File: config.mk
export PLATFORM = sky130hd
export DESIGN_NAME = rib_xbar_flat
export DESIGN_NICKNAME = d
export VERILOG_FILES = /design/src/rtl/rib_xbar_if.sv /design/src/rtl/rib_xbar.sv /design/src/flat_wrapper.sv
export SDC_FILE = /design/constraint.sdc
export NUM_CORES = 1
export LEC_CHECK = 0
export ABC_AREA = 1
export BUFFER_PORTS_ARGS = -buffer_cell sky130_fd_sc_hd__buf_2
export CAP_MARGIN = 0
export CORE_AREA = 2 2 303 305
export CTS_BUF_LIST = sky130_fd_sc_hd__clkbuf_8
export CTS_CLUSTER_DIAMETER = 80
export CTS_CLUSTER_SIZE = 40
export DETAILED_ROUTE_END_ITERATION = 10
export DIE_AREA = 0 0 305 307
export GPL_TIMING_DRIVEN = 0
export SLEW_MARGIN = 30
export SYNTH_ARGS = -nofsm -noshare
export SYNTH_HDL_FRONTEND = slang
export SYNTH_SLANG_ARGS = --single-unit
File: constraint.sdc
create_clock -name clk -period 2.5 [get_ports clk]
set_input_delay 0.125 -clock clk [delete_from_list [all_inputs] [get_ports clk]]
set_output_delay 0.125 -clock clk [all_outputs]
set_load 0.01 [all_outputs]
File: src/rtl/rib_xbar_if.sv
// Bus bundle for rib_xbar: master-side request/response and slave-side fan-out.
// The master and slave modports describe the attached agents; xbar is the crossbar's view.
interface rib_xbar_if #(
  parameter int unsigned NUM_MASTERS = 4,
  parameter int unsigned NUM_SLAVES  = 4,
  parameter int unsigned ADDR_W      = 32,
  parameter int unsigned DATA_W      = 32
);
  logic [NUM_MASTERS-1:0]        m_req_i;
  logic [NUM_MASTERS-1:0]        m_we_i;
  logic [NUM_MASTERS*ADDR_W-1:0] m_addr_i;
  logic [NUM_MASTERS*DATA_W-1:0] m_data_i;
  logic [NUM_MASTERS*DATA_W-1:0] m_data_o;
  logic [NUM_MASTERS-1:0]        grant_o;
  logic [NUM_SLAVES*ADDR_W-1:0]  s_addr_o;
  logic [NUM_SLAVES*DATA_W-1:0]  s_data_o;
  logic [NUM_SLAVES-1:0]         s_we_o;
  logic [NUM_SLAVES*DATA_W-1:0]  s_data_i;
  logic                          hold_flag_o;
  logic                          dec_err_o;

  modport master (
    output m_req_i, m_we_i, m_addr_i, m_data_i,
    input  m_data_o, grant_o, hold_flag_o, dec_err_o
  );

  modport slave (
    input  s_addr_o, s_data_o, s_we_o,
    output s_data_i
  );

  modport xbar (
    input  m_req_i, m_we_i, m_addr_i, m_data_i, s_data_i,
    output m_data_o, grant_o, s_addr_o, s_data_o, s_we_o, hold_flag_o, dec_err_o
  );
endinterface

File: src/rtl/rib_xbar.sv
// Registered-grant RIB crossbar: NUM_MASTERS masters onto NUM_SLAVES slaves with burst limiting.
// Define RIB_RR_EN for round-robin arbitration; otherwise the lowest requesting index wins.
module rib_xbar #(
  parameter int unsigned NUM_MASTERS = 4,
  parameter int unsigned NUM_SLAVES  = 4,
  parameter int unsigned ADDR_W      = 32,
  parameter int unsigned DATA_W      = 32,
  parameter int unsigned SEL_W       = 4,
  parameter int unsigned MAX_BURST   = 8
) (
  input  logic     clk,
  input  logic     rst,
  rib_xbar_if.xbar bus
);
  localparam int unsigned IDX_W = $clog2(NUM_MASTERS);
  localparam int unsigned CNT_W = (MAX_BURST == 0) ? 1 : $clog2(MAX_BURST + 1);
  localparam int unsigned LOW_W = ADDR_W - SEL_W;
  // Counter parks at the rotation threshold so a late contender still forces rotation.
  localparam logic [CNT_W-1:0] CNT_CAP = (MAX_BURST == 0) ? {CNT_W{1'b1}} : CNT_W'(MAX_BURST - 1);

  logic [NUM_MASTERS-1:0] grant_q, grant_d;
  logic [CNT_W-1:0]       burst_cnt_q, burst_cnt_d;
`ifdef RIB_RR_EN
  logic [IDX_W-1:0]       last_q, last_d;
`endif

  logic                   gnt_any;
  logic [IDX_W-1:0]       gnt_idx;
  logic                   cur_req;
  logic                   others_req;
  logic                   force_rot;
  logic [NUM_MASTERS-1:0] cand;
  logic                   win_vld;
  logic [IDX_W-1:0]       win_idx;

  always_comb begin
    gnt_idx = '0;
    for (int unsigned i = 0; i < NUM_MASTERS; i++) begin
      if (grant_q[i]) gnt_idx = IDX_W'(i);
    end
  end

  assign gnt_any    = |grant_q;
  assign cur_req    = gnt_any & bus.m_req_i[gnt_idx];
  assign others_req = |(bus.m_req_i & ~grant_q);
  assign force_rot  = (MAX_BURST != 0) && cur_req && (burst_cnt_q == CNT_CAP) && others_req;
  assign cand       = force_rot ? (bus.m_req_i & ~grant_q) : bus.m_req_i;

  // Winner selection among candidate requesters.
  always_comb begin
    win_vld = 1'b0;
    win_idx = '0;
`ifdef RIB_RR_EN
    for (int unsigned k = 0; k < NUM_MASTERS; k++) begin
      int unsigned      j;
      logic [IDX_W-1:0] jj;
      j = 32'(last_q) + 1 + k;
      if (j >= NUM_MASTERS) j = j - NUM_MASTERS;
      jj = IDX_W'(j);
      if (!win_vld && cand[jj]) begin
        win_vld = 1'b1;
        win_idx = jj;
      end
    end
`else
    for (int unsigned k = 0; k < NUM_MASTERS; k++) begin
      if (!win_vld && cand[k]) begin
        win_vld = 1'b1;
        win_idx = IDX_W'(k);
      end
    end
`endif
  end

  always_comb begin
    grant_d     = grant_q;
    burst_cnt_d = burst_cnt_q;
`ifdef RIB_RR_EN
    last_d      = last_q;
`endif
    if (!cur_req || force_rot) begin
      grant_d = '0;
      if (win_vld) begin
        grant_d[win_idx] = 1'b1;
`ifdef RIB_RR_EN
        last_d = win_idx;
`endif
      end
    end
    if (grant_d != grant_q) begin
      burst_cnt_d = '0;
    end else if (cur_req && (burst_cnt_q != CNT_CAP)) begin
      burst_cnt_d = burst_cnt_q + CNT_W'(1);
    end
  end

  always_ff @(posedge clk) begin
    if (rst) begin
      grant_q     <= '0;
      burst_cnt_q <= '0;
`ifdef RIB_RR_EN
      last_q      <= IDX_W'(NUM_MASTERS - 1);
`endif
    end else begin
      grant_q     <= grant_d;
      burst_cnt_q <= burst_cnt_d;
`ifdef RIB_RR_EN
      last_q      <= last_d;
`endif
    end
  end

  logic [ADDR_W-1:0] g_addr;
  logic [DATA_W-1:0] g_wdata;
  logic              g_we;
  logic [SEL_W-1:0]  sel;
  logic              sel_ok;
  logic [DATA_W-1:0] rdata;

  assign g_addr  = bus.m_addr_i[gnt_idx*ADDR_W +: ADDR_W];
  assign g_wdata = bus.m_data_i[gnt_idx*DATA_W +: DATA_W];
  assign g_we    = bus.m_we_i[gnt_idx];
  assign sel     = g_addr[ADDR_W-1 -: SEL_W];
  assign sel_ok  = 32'(sel) < NUM_SLAVES;

  // Fan-out to slaves and read-data return; an out-of-range sel matches no slave.
  always_comb begin
    bus.s_addr_o = '0;
    bus.s_data_o = '0;
    bus.s_we_o   = '0;
    bus.m_data_o = '0;
    rdata        = '0;
    for (int unsigned k = 0; k < NUM_SLAVES; k++) begin
      if (gnt_any) begin
        bus.s_addr_o[k*ADDR_W +: ADDR_W] = {SEL_W'(0), g_addr[LOW_W-1:0]};
        bus.s_data_o[k*DATA_W +: DATA_W] = g_wdata;
      end
      if (32'(sel) == k) begin
        bus.s_we_o[k] = cur_req & g_we;
        rdata         = bus.s_data_i[k*DATA_W +: DATA_W];
      end
    end
    if (gnt_any) bus.m_data_o[gnt_idx*DATA_W +: DATA_W] = rdata;
  end

  assign bus.grant_o     = grant_q;
  assign bus.dec_err_o   = cur_req & ~sel_ok;
  assign bus.hold_flag_o = |(bus.m_req_i & ~grant_q);
endmodule

File: src/flat_wrapper.sv
// flat-port wrapper written by rule: the top's interface ports become plain ports
module rib_xbar_flat 
#(
  parameter int unsigned NUM_MASTERS = 4,
  parameter int unsigned NUM_SLAVES  = 4,
  parameter int unsigned ADDR_W      = 32,
  parameter int unsigned DATA_W      = 32,
  parameter int unsigned SEL_W       = 4,
  parameter int unsigned MAX_BURST   = 8
)
  (clk, rst, bus_m_req_i, bus_m_we_i, bus_m_addr_i, bus_m_data_i, bus_s_data_i, bus_m_data_o, bus_grant_o, bus_s_addr_o, bus_s_data_o, bus_s_we_o, bus_hold_flag_o, bus_dec_err_o);
  rib_xbar_if #(.NUM_MASTERS(NUM_MASTERS), .NUM_SLAVES(NUM_SLAVES), .ADDR_W(ADDR_W), .DATA_W(DATA_W)) bus_i ();
  input  logic clk;
  input  logic rst;
  input wire logic [$bits(bus_i.m_req_i)-1:0] bus_m_req_i;
  input wire logic [$bits(bus_i.m_we_i)-1:0] bus_m_we_i;
  input wire logic [$bits(bus_i.m_addr_i)-1:0] bus_m_addr_i;
  input wire logic [$bits(bus_i.m_data_i)-1:0] bus_m_data_i;
  input wire logic [$bits(bus_i.s_data_i)-1:0] bus_s_data_i;
  output wire logic [$bits(bus_i.m_data_o)-1:0] bus_m_data_o;
  output wire logic [$bits(bus_i.grant_o)-1:0] bus_grant_o;
  output wire logic [$bits(bus_i.s_addr_o)-1:0] bus_s_addr_o;
  output wire logic [$bits(bus_i.s_data_o)-1:0] bus_s_data_o;
  output wire logic [$bits(bus_i.s_we_o)-1:0] bus_s_we_o;
  output wire logic [$bits(bus_i.hold_flag_o)-1:0] bus_hold_flag_o;
  output wire logic [$bits(bus_i.dec_err_o)-1:0] bus_dec_err_o;
  assign bus_i.m_req_i = bus_m_req_i;
  assign bus_i.m_we_i = bus_m_we_i;
  assign bus_i.m_addr_i = bus_m_addr_i;
  assign bus_i.m_data_i = bus_m_data_i;
  assign bus_i.s_data_i = bus_s_data_i;
  assign bus_m_data_o = bus_i.m_data_o;
  assign bus_grant_o = bus_i.grant_o;
  assign bus_s_addr_o = bus_i.s_addr_o;
  assign bus_s_data_o = bus_i.s_data_o;
  assign bus_s_we_o = bus_i.s_we_o;
  assign bus_hold_flag_o = bus_i.hold_flag_o;
  assign bus_dec_err_o = bus_i.dec_err_o;
  rib_xbar #(.NUM_MASTERS(NUM_MASTERS), .NUM_SLAVES(NUM_SLAVES), .ADDR_W(ADDR_W), .DATA_W(DATA_W), .SEL_W(SEL_W), .MAX_BURST(MAX_BURST)) u_core (.clk(clk), .rst(rst), .bus(bus_i));
endmodule
==> metrics.cfg <==
[timing]
finalSetupViolations = 183
layout_min_cycle_time_ps = 3000
rsz0062_at_grt = yes
timing.fmax_mhz = 333
hold_violations = 0
period_share_pct = 120
setup_ws_ps = -501
maxSlewHeadroom_pct = 51.9
drv_slew = 0
fin_skew_ps = 3.22
worst_pin_slew_ps = 721

[logic_synthesis]
yosys.area.top_type_share_pct = 22.1
ys_ff_latch = 8
yosys.area.top_type = buf_4
netlist_instances = 1347
yosysMostFrequentCell = nor2_1
synthArstFlopShare_pct = 0
synth_edf_count = 0
synth_top_cells_by_count = nor2_1, buf_4, nand2_1, o21ai_0, inv_1
synth_area_leaders = buf_4, nor2_1, o21ai_0
yosysUniqueCellTypes = 31
synth_area_per_cell_um2 = 5.12
syn_area_um2 = 6900
yosys_warnings = 0
synth-seq-area-share_pct = 2.32
yosys_most_used_dff = dfxtp_1

[grt]
grt_pass1_wl_um = 94500
met3_usage_pct = 2.23
antenna_found_initial = 52
grt_max_degree = 13
top_usage_layer = met2
grtUsageMet2_pct = 26.8
grt_usage_pct = 14.5
grt_pass1_vias = 12000
globalRouteMet1Util_pct = 16.1
grt-ovfl-total = 0

[floorplan]
die_h_um = 307
num_io_pins = 788
initial_core_util_pct = 7.60
rows = 111
die_w_um = 305
fp.dieArea_um2 = 93600
coreArea_um2 = 90700

[hold_path]
hp-class = input port to flop
hold_start = rst

[final_layout]
utilization_pct = 17.9
layout-drive-gt1-share_pct = 66.0
layoutNonFillerInstCount = 3442
area_growth_pct = 136
fill_cells = 10400
fin_area_um2 = 16200
finalNetCount = 2638

[route]
drc = 0
firstDrtPassIters = 7
drtIter0Drc = 743
dr_total_vias = 12800
via_per_inst = 3.73
ant_nets = 0
routed_wl_um = 74000
avgRoutedWirePerCell_um = 21.5

[clock_tree]
postCtsHoldBufs = 0
cts_tree = built
clock_sinks = 8
numCtsBuffers = 3
clkSlewWorstSetupHoldPaths_ps = 40
clk_latency_ps = 230
clk_path_buf_depth = 2
cts_max_level = 1
clockRootBuffer = clkbuf_8

[critical_path]
r2r-start = u_core.bus.grant_o[2]$_SDFF_PP0_
critPathLaunchType = flop
crit_path_end_kind = output port
cp.buffers_inverters = 9
startpoint = u_core.bus.grant_o[2]$_SDFF_PP0_
cp_common_cell = buf_12
cp.arrival_ps = 2880
critPathRequiredTime_ps = 2380
cp_top_family = buffers and inverters
critPathMaxStageDelay_ps = 360
crit_type = flop to output port
cp_max_fo = 9
crit_chain = nor2_4 -> inv_4 -> buf_12 -> a21oi_4 -> o31ai_4 -> nand2_2 -> buf_12 -> inv_4 -> buf_12 -> buf_6 -> buf_12 -> nand4_1 -> nand2_1 -> inv_2 -> nand4_1 -> nor2_1 -> buf_2
crit_path_top_delay_cell = dfxtp_4

[pwr]
ir_drop_mv = 0.144
finalPower_mw = 4.46
p_int_mw = 2.13
seq_power_share_pct = 3.1
p_per_area_nw_per_um2 = 275
switching_share_pct = 52.3
p_leak_nw = 8.60
pwr-share-clk_pct = 3.4
switchingPower_mw = 2.33
p_comb_share_pct = 93.5

[place]
placedCellCount = 3321
pre_cts_ws_ps = -2090
place.gp.congestion = 0.947
io_buffers = 771
placed_area_um2 = 12400
dp_hpwl_um = 63100

[status]
outcome = finished, violations left
violations = setup timing

[job]
cap_violations = 0

state kept, by name, indices dropped and copies added (netlist names):
signal and cells:
u_core.burst_cnt_q 4, u_core.bus.grant_o 4
stage by stage:
stage | hold WS, ps | setup TNS (ps)
floorplan | 194 | 0
global placement | 341 | -564480
detailed placement | 366 | -324480
CTS | 113 | -40980
global route | 124 | -61810
finish | 116 | -40960
cells in the final DEF (no fill, tap or decap), types with 12 or more instances in the layout:
| cell type | instances |
|---|---|
| nor3_4 | 12 |
| a21oi_4 | 28 |
| o21ai_1 | 15 |
| nand2_2 | 34 |
| buf_6 | 66 |
| nand3_4 | 19 |
| o21ai_2 | 17 |
| nand2_1 | 60 |
| inv_1 | 91 |
| inv_2 | 16 |
| conb_1 | 16 |
| nor2_4 | 14 |
| nor2_1 | 328 |
| nand4_1 | 90 |
| o21ai_4 | 20 |
| o21ai_0 | 82 |
| a21oi_1 | 13 |
| buf_4 | 242 |
| clkbuf_2 | 19 |
| nand3_1 | 42 |
| nor2_2 | 23 |
| a21oi_2 | 26 |
| diode_2 | 20 |
| nand3_2 | 16 |
| clkbuf_4 | 15 |
| buf_2 | 759 |
| nor3_2 | 23 |
| buf_12 | 38 |
| nand2_4 | 36 |
routing by layer:
metal | vias up | wire length (µm)
met3 | 215 | 4370
met5 | - | 53
met1 | 5869 | 27900
met4 | 8 | 4230
met2 | 798 | 37400
li1 | 5953 | -
area by class of cell:
type / instances / area [µm²] / share of cell area (%)
multi-input cells: 939 / 6220 / 38.3
repair buffers: 874 / 5330 / 32.8
plain buffers: 295 / 2460 / 15.1
well taps: 1186 / 1480 / 9.13
inverters: 117 / 488 / 3.00
flip-flops and latches: 8 / 171 / 1.06
diodes: 20 / 50.0 / 0.308
clock buffers: 3 / 41.3 / 0.254
path summary, 6_finish.rpt:
kind	end	slack, ps	depth (start not counted)
worst max register to register	u_core.burst_cnt_q[1]$_SDFFE_PP0P_	190	15
worst min register to register	u_core.burst_cnt_q[3]$_SDFFE_PP0P_	520	2
worst min-delay path	u_core.bus.grant_o[3]$_SDFF_PP0_	120	2
worst max-delay path	bus_m_data_o[54]	-500	17
cell families (layout without fill, tap and decap cells):
family                     count (synthesis)  count (layout)  share of synthesized area [%]
AOI/OAI and AO/OA                        208             208                           15.4
xor gates and xnor gates                   2               2                          0.254
adders and majority gates                  6               6                           1.09
buffers and inverters                    415            1289                           34.3
DFF                                        8               8                           2.32
muxes                                      1               1                          0.163
other                                      1              36                         0.0544
and+or+nand+nor                          706             706                           46.4
power by group through the flow:
stage	sequential, mW	combinational [mW]	clock (mW)
after floorplan	0.140	1.59	0
after global placement	0.141	3.11	0
after detailed placement	0.141	3.14	0
after CTS	0.138	3.79	0.158
after global routing	0.138	4.47	0.164
final	0.137	4.17	0.151
what timing repair did:
action                     in CTS  in global routing
buffers inserted               71                 41
cloned                          5                  5
pin swaps                     111                 92
setup endpoints to repair     379                321
hold endpoints to repair        0                  0
gates resized for setup       426                339
Power figures use the tool's default switching activity.
